### src/rtl/acp_burst_reader_if.sv
// AXI4 read-address/read-data channels plus the outgoing word stream of the ACP burst reader.
// The master side is the reader; the slave side is the interconnect and the stream consumer.
interface acp_burst_reader_if #(
   parameter int ADDR_W = 32,
   parameter int DATA_W = 64
);
   logic [ADDR_W-1:0] M_AXI_ARADDR;
   logic [7:0]        M_AXI_ARLEN;
   logic [2:0]        M_AXI_ARSIZE;
   logic [1:0]        M_AXI_ARBURST;
   logic [3:0]        M_AXI_ARCACHE;
   logic [2:0]        M_AXI_ARPROT;
   logic              M_AXI_ARVALID;
   logic              M_AXI_ARREADY;
   logic [DATA_W-1:0] M_AXI_RDATA;
   logic [1:0]        M_AXI_RRESP;
   logic              M_AXI_RLAST;
   logic              M_AXI_RVALID;
   logic              M_AXI_RREADY;
   logic [DATA_W-1:0] m_tdata;
   logic              m_tvalid;
   logic              m_tready;
   logic              m_tlast;

   modport master (
      output M_AXI_ARADDR, M_AXI_ARLEN, M_AXI_ARSIZE, M_AXI_ARBURST, M_AXI_ARCACHE,
             M_AXI_ARPROT, M_AXI_ARVALID, M_AXI_RREADY, m_tdata, m_tvalid, m_tlast,
      input  M_AXI_ARREADY, M_AXI_RDATA, M_AXI_RRESP, M_AXI_RLAST, M_AXI_RVALID, m_tready
   );

   modport slave (
      input  M_AXI_ARADDR, M_AXI_ARLEN, M_AXI_ARSIZE, M_AXI_ARBURST, M_AXI_ARCACHE,
             M_AXI_ARPROT, M_AXI_ARVALID, M_AXI_RREADY, m_tdata, m_tvalid, m_tlast,
      output M_AXI_ARREADY, M_AXI_RDATA, M_AXI_RRESP, M_AXI_RLAST, M_AXI_RVALID, m_tready
   );
endinterface

### src/rtl/acp_burst_reader.sv
// AXI4 burst read master for the ACP port: fetches num_beats words in 4 KB-safe bursts of at
// most MAX_BURST beats, streams them out with a final-word flag and raises a completion IRQ.
module acp_burst_reader #(
   parameter int         ADDR_W    = 32,
   parameter int         DATA_W    = 64,
   parameter int         LEN_W     = 16,
   parameter int         MAX_BURST = 16,
   parameter logic [3:0] AXI_CACHE = 4'b1111,
   parameter logic [2:0] AXI_PROT  = 3'b000
) (
   input  logic              clk,
   input  logic              rst_n,
   input  logic              start,
   input  logic [ADDR_W-1:0] base_addr,
   input  logic [LEN_W-1:0]  num_beats,
   output logic              busy,
   output logic              done,
   output logic              error,
   output logic              irq,
   input  logic              irq_clr,
   acp_burst_reader_if.master bus
);
   localparam int BYTES = DATA_W / 8;
   localparam int SIZE  = $clog2(BYTES);
   localparam int CW    = (LEN_W > 13) ? LEN_W : 13;

   typedef enum logic [1:0] {IDLE, ADDR, DATA, DONE} state_t;

   state_t            state_q, state_d;
   logic [ADDR_W-1:0] addr_q;
   logic [LEN_W-1:0]  remaining_q;
   logic [7:0]        arlen_q;
   logic [7:0]        cnt_q;
   logic              arvalid_q;
   logic              error_q;
   logic              irq_q;
   logic [CW-1:0]     rem_c;
   logic [CW-1:0]     page_c;
   logic [CW-1:0]     beats_c;
   logic              accept;
   logic              ar_fire;
   logic              beat;
   logic              burst_end;

   assign accept    = (state_q == IDLE) && start;
   assign ar_fire   = (state_q == ADDR) && arvalid_q && bus.M_AXI_ARREADY;
   assign beat      = (state_q == DATA) && bus.M_AXI_RVALID && bus.m_tready;
   assign burst_end = beat && (cnt_q == arlen_q);

   // Beats left before the next 4 KB page; addr_q is always word aligned.
   assign rem_c  = CW'(remaining_q);
   assign page_c = CW'((13'd4096 - {1'b0, addr_q[11:0]}) >> SIZE);

   always_comb begin
      beats_c = rem_c;
      if (beats_c > CW'(MAX_BURST)) beats_c = CW'(MAX_BURST);
      if (beats_c > page_c)         beats_c = page_c;
   end

   always_ff @(posedge clk or negedge rst_n) begin
      if (!rst_n) state_q <= IDLE;
      else        state_q <= state_d;
   end

   always_comb begin
      state_d = state_q;
      case (state_q)
         IDLE:    if (start) state_d = (num_beats == '0) ? DONE : ADDR;
         ADDR:    if (ar_fire) state_d = DATA;
         DATA:    if (burst_end) state_d = (remaining_q == '0) ? DONE : ADDR;
         DONE:    state_d = IDLE;
         default: state_d = IDLE;
      endcase
   end

   // The first ADDR cycle sizes the burst; ARVALID rises from the second and holds until ARREADY.
   always_ff @(posedge clk or negedge rst_n) begin
      if (!rst_n) begin
         addr_q      <= '0;
         remaining_q <= '0;
         arlen_q     <= '0;
         cnt_q       <= '0;
         arvalid_q   <= 1'b0;
         error_q     <= 1'b0;
         irq_q       <= 1'b0;
      end else begin
         if (accept) begin
            addr_q      <= base_addr & ~ADDR_W'(BYTES - 1);
            remaining_q <= num_beats;
            error_q     <= 1'b0;
         end
         if ((state_q == ADDR) && !arvalid_q) begin
            arvalid_q <= 1'b1;
            arlen_q   <= 8'(beats_c - CW'(1));
         end
         if (ar_fire) begin
            arvalid_q   <= 1'b0;
            addr_q      <= addr_q + ((ADDR_W'(arlen_q) + ADDR_W'(1)) << SIZE);
            remaining_q <= remaining_q - (LEN_W'(arlen_q) + LEN_W'(1));
            cnt_q       <= '0;
         end
         if (beat) begin
            cnt_q <= cnt_q + 8'd1;
            if ((bus.M_AXI_RRESP != 2'b00) || (bus.M_AXI_RLAST != (cnt_q == arlen_q)))
               error_q <= 1'b1;
         end
         if (state_q == DONE)  irq_q <= 1'b1;
         else if (irq_clr)     irq_q <= 1'b0;
      end
   end

   assign bus.M_AXI_ARADDR  = addr_q;
   assign bus.M_AXI_ARLEN   = arlen_q;
   assign bus.M_AXI_ARSIZE  = 3'(SIZE);
   assign bus.M_AXI_ARBURST = 2'b01;
   assign bus.M_AXI_ARCACHE = AXI_CACHE;
   assign bus.M_AXI_ARPROT  = AXI_PROT;
   assign bus.M_AXI_ARVALID = arvalid_q;
   assign bus.M_AXI_RREADY  = (state_q == DATA) && bus.m_tready;
   assign bus.m_tdata       = bus.M_AXI_RDATA;
   assign bus.m_tvalid      = (state_q == DATA) && bus.M_AXI_RVALID;
   assign bus.m_tlast       = (state_q == DATA) && (remaining_q == '0) && (cnt_q == arlen_q);

   assign busy  = (state_q != IDLE);
   assign done  = (state_q == DONE);
   assign error = error_q;
   assign irq   = irq_q;
endmodule

### src/flat_wrapper.sv
// flat-port wrapper written by rule: the top's interface ports become plain ports
module acp_burst_reader_flat 
#(
   parameter int         ADDR_W    = 32,
   parameter int         DATA_W    = 64,
   parameter int         LEN_W     = 16,
   parameter int         MAX_BURST = 16,
   parameter logic [3:0] AXI_CACHE = 4'b1111,
   parameter logic [2:0] AXI_PROT  = 3'b000
)
  (clk, rst_n, start, base_addr, num_beats, busy, done, error, irq, irq_clr, bus_M_AXI_ARADDR, bus_M_AXI_ARLEN, bus_M_AXI_ARSIZE, bus_M_AXI_ARBURST, bus_M_AXI_ARCACHE, bus_M_AXI_ARPROT, bus_M_AXI_ARVALID, bus_M_AXI_RREADY, bus_m_tdata, bus_m_tvalid, bus_m_tlast, bus_M_AXI_ARREADY, bus_M_AXI_RDATA, bus_M_AXI_RRESP, bus_M_AXI_RLAST, bus_M_AXI_RVALID, bus_m_tready);
  acp_burst_reader_if #(.ADDR_W(ADDR_W), .DATA_W(DATA_W)) bus_i ();
  input  logic clk;
  input  logic rst_n;
  input  logic start;
  input  logic [ADDR_W-1:0] base_addr;
  input  logic [LEN_W-1:0] num_beats;
  output logic busy;
  output logic done;
  output logic error;
  output logic irq;
  input  logic irq_clr;
  output wire logic [$bits(bus_i.M_AXI_ARADDR)-1:0] bus_M_AXI_ARADDR;
  output wire logic [$bits(bus_i.M_AXI_ARLEN)-1:0] bus_M_AXI_ARLEN;
  output wire logic [$bits(bus_i.M_AXI_ARSIZE)-1:0] bus_M_AXI_ARSIZE;
  output wire logic [$bits(bus_i.M_AXI_ARBURST)-1:0] bus_M_AXI_ARBURST;
  output wire logic [$bits(bus_i.M_AXI_ARCACHE)-1:0] bus_M_AXI_ARCACHE;
  output wire logic [$bits(bus_i.M_AXI_ARPROT)-1:0] bus_M_AXI_ARPROT;
  output wire logic [$bits(bus_i.M_AXI_ARVALID)-1:0] bus_M_AXI_ARVALID;
  output wire logic [$bits(bus_i.M_AXI_RREADY)-1:0] bus_M_AXI_RREADY;
  output wire logic [$bits(bus_i.m_tdata)-1:0] bus_m_tdata;
  output wire logic [$bits(bus_i.m_tvalid)-1:0] bus_m_tvalid;
  output wire logic [$bits(bus_i.m_tlast)-1:0] bus_m_tlast;
  input wire logic [$bits(bus_i.M_AXI_ARREADY)-1:0] bus_M_AXI_ARREADY;
  input wire logic [$bits(bus_i.M_AXI_RDATA)-1:0] bus_M_AXI_RDATA;
  input wire logic [$bits(bus_i.M_AXI_RRESP)-1:0] bus_M_AXI_RRESP;
  input wire logic [$bits(bus_i.M_AXI_RLAST)-1:0] bus_M_AXI_RLAST;
  input wire logic [$bits(bus_i.M_AXI_RVALID)-1:0] bus_M_AXI_RVALID;
  input wire logic [$bits(bus_i.m_tready)-1:0] bus_m_tready;
  assign bus_M_AXI_ARADDR = bus_i.M_AXI_ARADDR;
  assign bus_M_AXI_ARLEN = bus_i.M_AXI_ARLEN;
  assign bus_M_AXI_ARSIZE = bus_i.M_AXI_ARSIZE;
  assign bus_M_AXI_ARBURST = bus_i.M_AXI_ARBURST;
  assign bus_M_AXI_ARCACHE = bus_i.M_AXI_ARCACHE;
  assign bus_M_AXI_ARPROT = bus_i.M_AXI_ARPROT;
  assign bus_M_AXI_ARVALID = bus_i.M_AXI_ARVALID;
  assign bus_M_AXI_RREADY = bus_i.M_AXI_RREADY;
  assign bus_m_tdata = bus_i.m_tdata;
  assign bus_m_tvalid = bus_i.m_tvalid;
  assign bus_m_tlast = bus_i.m_tlast;
  assign bus_i.M_AXI_ARREADY = bus_M_AXI_ARREADY;
  assign bus_i.M_AXI_RDATA = bus_M_AXI_RDATA;
  assign bus_i.M_AXI_RRESP = bus_M_AXI_RRESP;
  assign bus_i.M_AXI_RLAST = bus_M_AXI_RLAST;
  assign bus_i.M_AXI_RVALID = bus_M_AXI_RVALID;
  assign bus_i.m_tready = bus_m_tready;
  acp_burst_reader #(.ADDR_W(ADDR_W), .DATA_W(DATA_W), .LEN_W(LEN_W), .MAX_BURST(MAX_BURST), .AXI_CACHE(AXI_CACHE), .AXI_PROT(AXI_PROT)) u_core (.clk(clk), .rst_n(rst_n), .start(start), .base_addr(base_addr), .num_beats(num_beats), .busy(busy), .done(done), .error(error), .irq(irq), .irq_clr(irq_clr), .bus(bus_i));
endmodule
### config.mk
export PLATFORM = sky130hd
export DESIGN_NAME = acp_burst_reader_flat
export DESIGN_NICKNAME = d
export VERILOG_FILES = /design/src/rtl/acp_burst_reader_if.sv /design/src/rtl/acp_burst_reader.sv /design/src/flat_wrapper.sv
export SDC_FILE = /design/constraint.sdc
export NUM_CORES = 1
export LEC_CHECK = 0
export BUFFER_PORTS_ARGS = -buffer_cell sky130_fd_sc_hd__buf_2
export CORE_MARGIN = 4
export CORE_UTILIZATION = 48
export CTS_BUF_LIST = sky130_fd_sc_hd__clkbuf_4 sky130_fd_sc_hd__clkbuf_8
export DETAILED_ROUTE_END_ITERATION = 10
export PLACE_DENSITY_LB_ADDON = 0.12
export SYNTH_ARGS = -nofsm -noshare
export SYNTH_HDL_FRONTEND = slang
export SYNTH_SLANG_ARGS = --single-unit
### constraint.sdc
create_clock -name clk -period 9.8 [get_ports clk]
set_input_delay 1.47 -clock clk [delete_from_list [all_inputs] [get_ports clk]]
set_output_delay 1.47 -clock clk [all_outputs]
set_load 0.01 [all_outputs]
==> results.cfg <==
[setup_path]
critPathBufInv = 1
endpoint_kind = flop
critPathMaxFanout = 12
cp_slowest_cell = nor2_1
worstPathCellList = inv_1 -> ha_1 -> or3b_4 -> or3_1 -> xnor2_1 -> ha_1 -> nand4_1 -> a211oi_1 -> nor3_1 -> nor2_1 -> mux2_2 -> ha_1 -> nand2_1 -> nor2b_1 -> xnor2_1 -> a31o_1
start_kind = flop
worst_ep_required_time_ps = 10070
critPathTopFamily = simple AND/OR/NAND/NOR gates
crit_path_max_incr_delay_ps = 600
worst-setup-path-type = reg -> reg
cpMostUsedCell = ha_1
arrival_ps = 4980

[timing]
rsz0062_at_grt = no
slew_headroom_pct = 40.6
fmax_mhz = 212
final.setup.tns_ps = 0
worst_slew_pin_slew_ps = 892
finalSetupViolCount = 0
skew_ps = 16.4
hold_viol = 0
fin_crit_ps = 4710
slew_violations = 0
fin_hold_ws_ps = 484
min_period_over_period_pct = 48.1

[grt]
grt_overflow = 0
antenna_found_initial = 0
grt_max_degree = 67
grt_pass1_vias = 4664
grt_usage_pct = 21.8
grt_pass1_wl_um = 23300

[layout]
layout_common_cells = buf_2, nand2_1, dfrtp_1, nor2_1, ha_1
antennaDiodeCount = 0
n_fill_cell = 1120
layout.nets = 875
drive_above_1_share_pct = 17.6
syn_to_final_growth_pct = 4.32
multi_input_area_um2 = 3240
ff_latch_area_um2 = 1650
mostFrequentLayoutCell = buf_2

[floorplan]
coreArea_um2 = 11500
die_h_um = 116
boundaryPins = 246
die_area_um2 = 13600
die_w_um = 116
start_util_pct = 49.2
row_count = 39

[placed_design]
gp_congestion = 0.852
dp_hpwl_um = 10700
port_buffers = 99

[logic_synthesis]
synth_seq_cells = 66
syn_area_per_cell_um2 = 8.11
ys_top_cells_by_area = dfrtp_1, buf_4, ha_1
synth-edff-count = 0
yosysTopAreaCellShare_pct = 29.3
yosysWarnings = 0
yosys_most_used_dff = dfrtp_1
synth_cell_types = 53
yosysSeqAreaShare_pct = 29.3
synth_area_leader_cell = dfrtp_1
netlist_area_um2 = 5640
postSynth.asyncResetShare_pct = 100
syn_inst = 696

[power]
peakVddDrop_uv = 150
p_per_area_nw_per_um2 = 364
switchingPower_mw = 1.06
combPwrFrac_pct = 61.9
p_clk_share_pct = 10.4
internal_power_mw = 1.09
leakage_nw = 2.75
seq_power_share_pct = 27.7
swShare_pct = 49.3

[route]
drtAntennaViolNets = 0
drt_pre_antenna_iters = 5
vias = 4994
wirelength_um = 14400
vias_per_cell = 5.77
drt_iter0_drc = 289
route.detailed.wl_per_inst_um = 16.7
post-route-drc-count = 0

[clock_tree]
cts-root-buf = clkbuf_8
post-cts-setup-buffer-count = 0
clockBufferDepth = 2
cts_tree = built
path_clk_slew_ps = 80
clock_sinks = 66
ctsHoldBuffers = 0
h-tree-depth = 3
numCtsBuffers = 9
cts_resized = 0
clk_latency_ps = 380

[run_status]
status = finished, final reports clean

[worst_hold_path]
min_path_type = reg -> reg

[job]
drv_cap = 0
==> cell families after synthesis <==
logic type / synth area share, %
flip-flops: 29.3
AND/OR/NAND/NOR: 21.0
adder cells (fa/ha/maj): 8.03
multiplexers: 1.44
XOR/XNOR: 6.98
AO/OA/AOI/OAI: 18.5
buffers and inverters: 14.7
other: 0.133
==> cell usage after synthesis, types with 5 or more instances <==
cell      count
buf_4        80
nand2_1      71
dfrtp_1      66
nor2_1       58
ha_1         33
a21oi_1      30
clkbuf_1     28
xnor2_1      28
inv_1        27
nand3_1      24
o21ai_0      23
a31oi_1      20
nor3_1       19
xor2_1       17
a211oi_1     13
and2_1       13
and3_1       13
o22ai_1      13
a21o_1       10
nand4_1      10
nor4_1       10
a311oi_1      9
mux2i_1       7
nor2b_1       7
o21ai_1       7
or3_1         6
a211o_1       5
and4_1        5
o21a_1        5
==> path summary, 6_finish.rpt <==
check	start	to	slack [ps]	depth (start not counted)
setup reg to reg	u_core.bus.M_AXI_ARADDR[3]	u_core.bus.M_AXI_ARLEN[6]	5090	16
hold reg to reg	u_core.irq	u_core.irq	480	1
hold / removal	u_core.irq	u_core.irq	480	1
setup / recovery	u_core.bus.M_AXI_ARADDR[3]	u_core.bus.M_AXI_ARLEN[6]	5090	16
max in group asynchronous	rst_n	u_core.bus.M_AXI_ARADDR[9]	7920	2
min in group asynchronous	rst_n	u_core.bus.M_AXI_ARADDR[4]	1270	2
==> metal layers <==
| metal | global-route usage, % | vias up | routed length, um | share of wire [%] |
|---|---|---|---|---|
| met5 | 0 | - | 0 | 0 |
| met1 | 28.9 | 2368 | 6500 | 45 |
| met4 | 8.82 | 0 | 320 | 2.2 |
| met3 | 4.92 | 30 | 960 | 6.7 |
| met2 | 34.6 | 180 | 6640 | 46 |
| li1 | - | 2416 | - | - |
==> worst reg2reg max path, cell delays in order (launching register included) <==
cell and delay (ps):
dfrtp_1 550, inv_1 180, ha_1 180, or3b_4 400, or3_1 450, xnor2_1 330, ha_1 200, nand4_1 130
a211oi_1 250, nor3_1 120, nor2_1 600, mux2_2 440, ha_1 250, nand2_1 110, nor2b_1 60, xnor2_1 120
a31o_1 230
==> area by class of cell <==
class / instances / area share, %
Timing Repair Buffer: 104 / 9.05
Clock inverter: 4 / 0.446
Inverter: 27 / 1.72
Sequential cell: 66 / 28.1
Multi-Input combinational cell: 510 / 55.0
Tap cell: 143 / 3.04
Clock buffer: 12 / 2.70
==> registers in the layout, indices dropped and copies added (netlist names) <==
register,flops
u_core.cnt_q,8
u_core.error,1
u_core.rem_c,16
u_core.state_q,2
u_core.irq,1
u_core.bus.M_AXI_ARLEN,8
u_core.bus.M_AXI_ARVALID,1
u_core.bus.M_AXI_ARADDR,29
==> per-stage QoR <==
stage	setup WS, ps	cell area, um2	utilization, %	cells	total power [mW]
after floorplan	5740	5710	-	714	1.60
after global placement	5190	5700	49.7	850	1.89
after detailed placement	5080	5700	49.7	850	1.92
after CTS	5080	5890	51.3	866	2.15
after global routing	4690	5890	51.3	866	2.35
final	5090	5890	51.3	866	2.14
==> power by group through the flow <==
stage	registers, mW	logic, mW	clock network, mW
5_1_grt	0.617	1.50	0.242
4_1_cts	0.592	1.33	0.230
2_1_floorplan	0.556	1.04	0
3_3_place_gp	0.589	1.30	0
6_report	0.594	1.33	0.223
3_5_place_dp	0.596	1.32	0
Power figures use the tool's default switching activity.
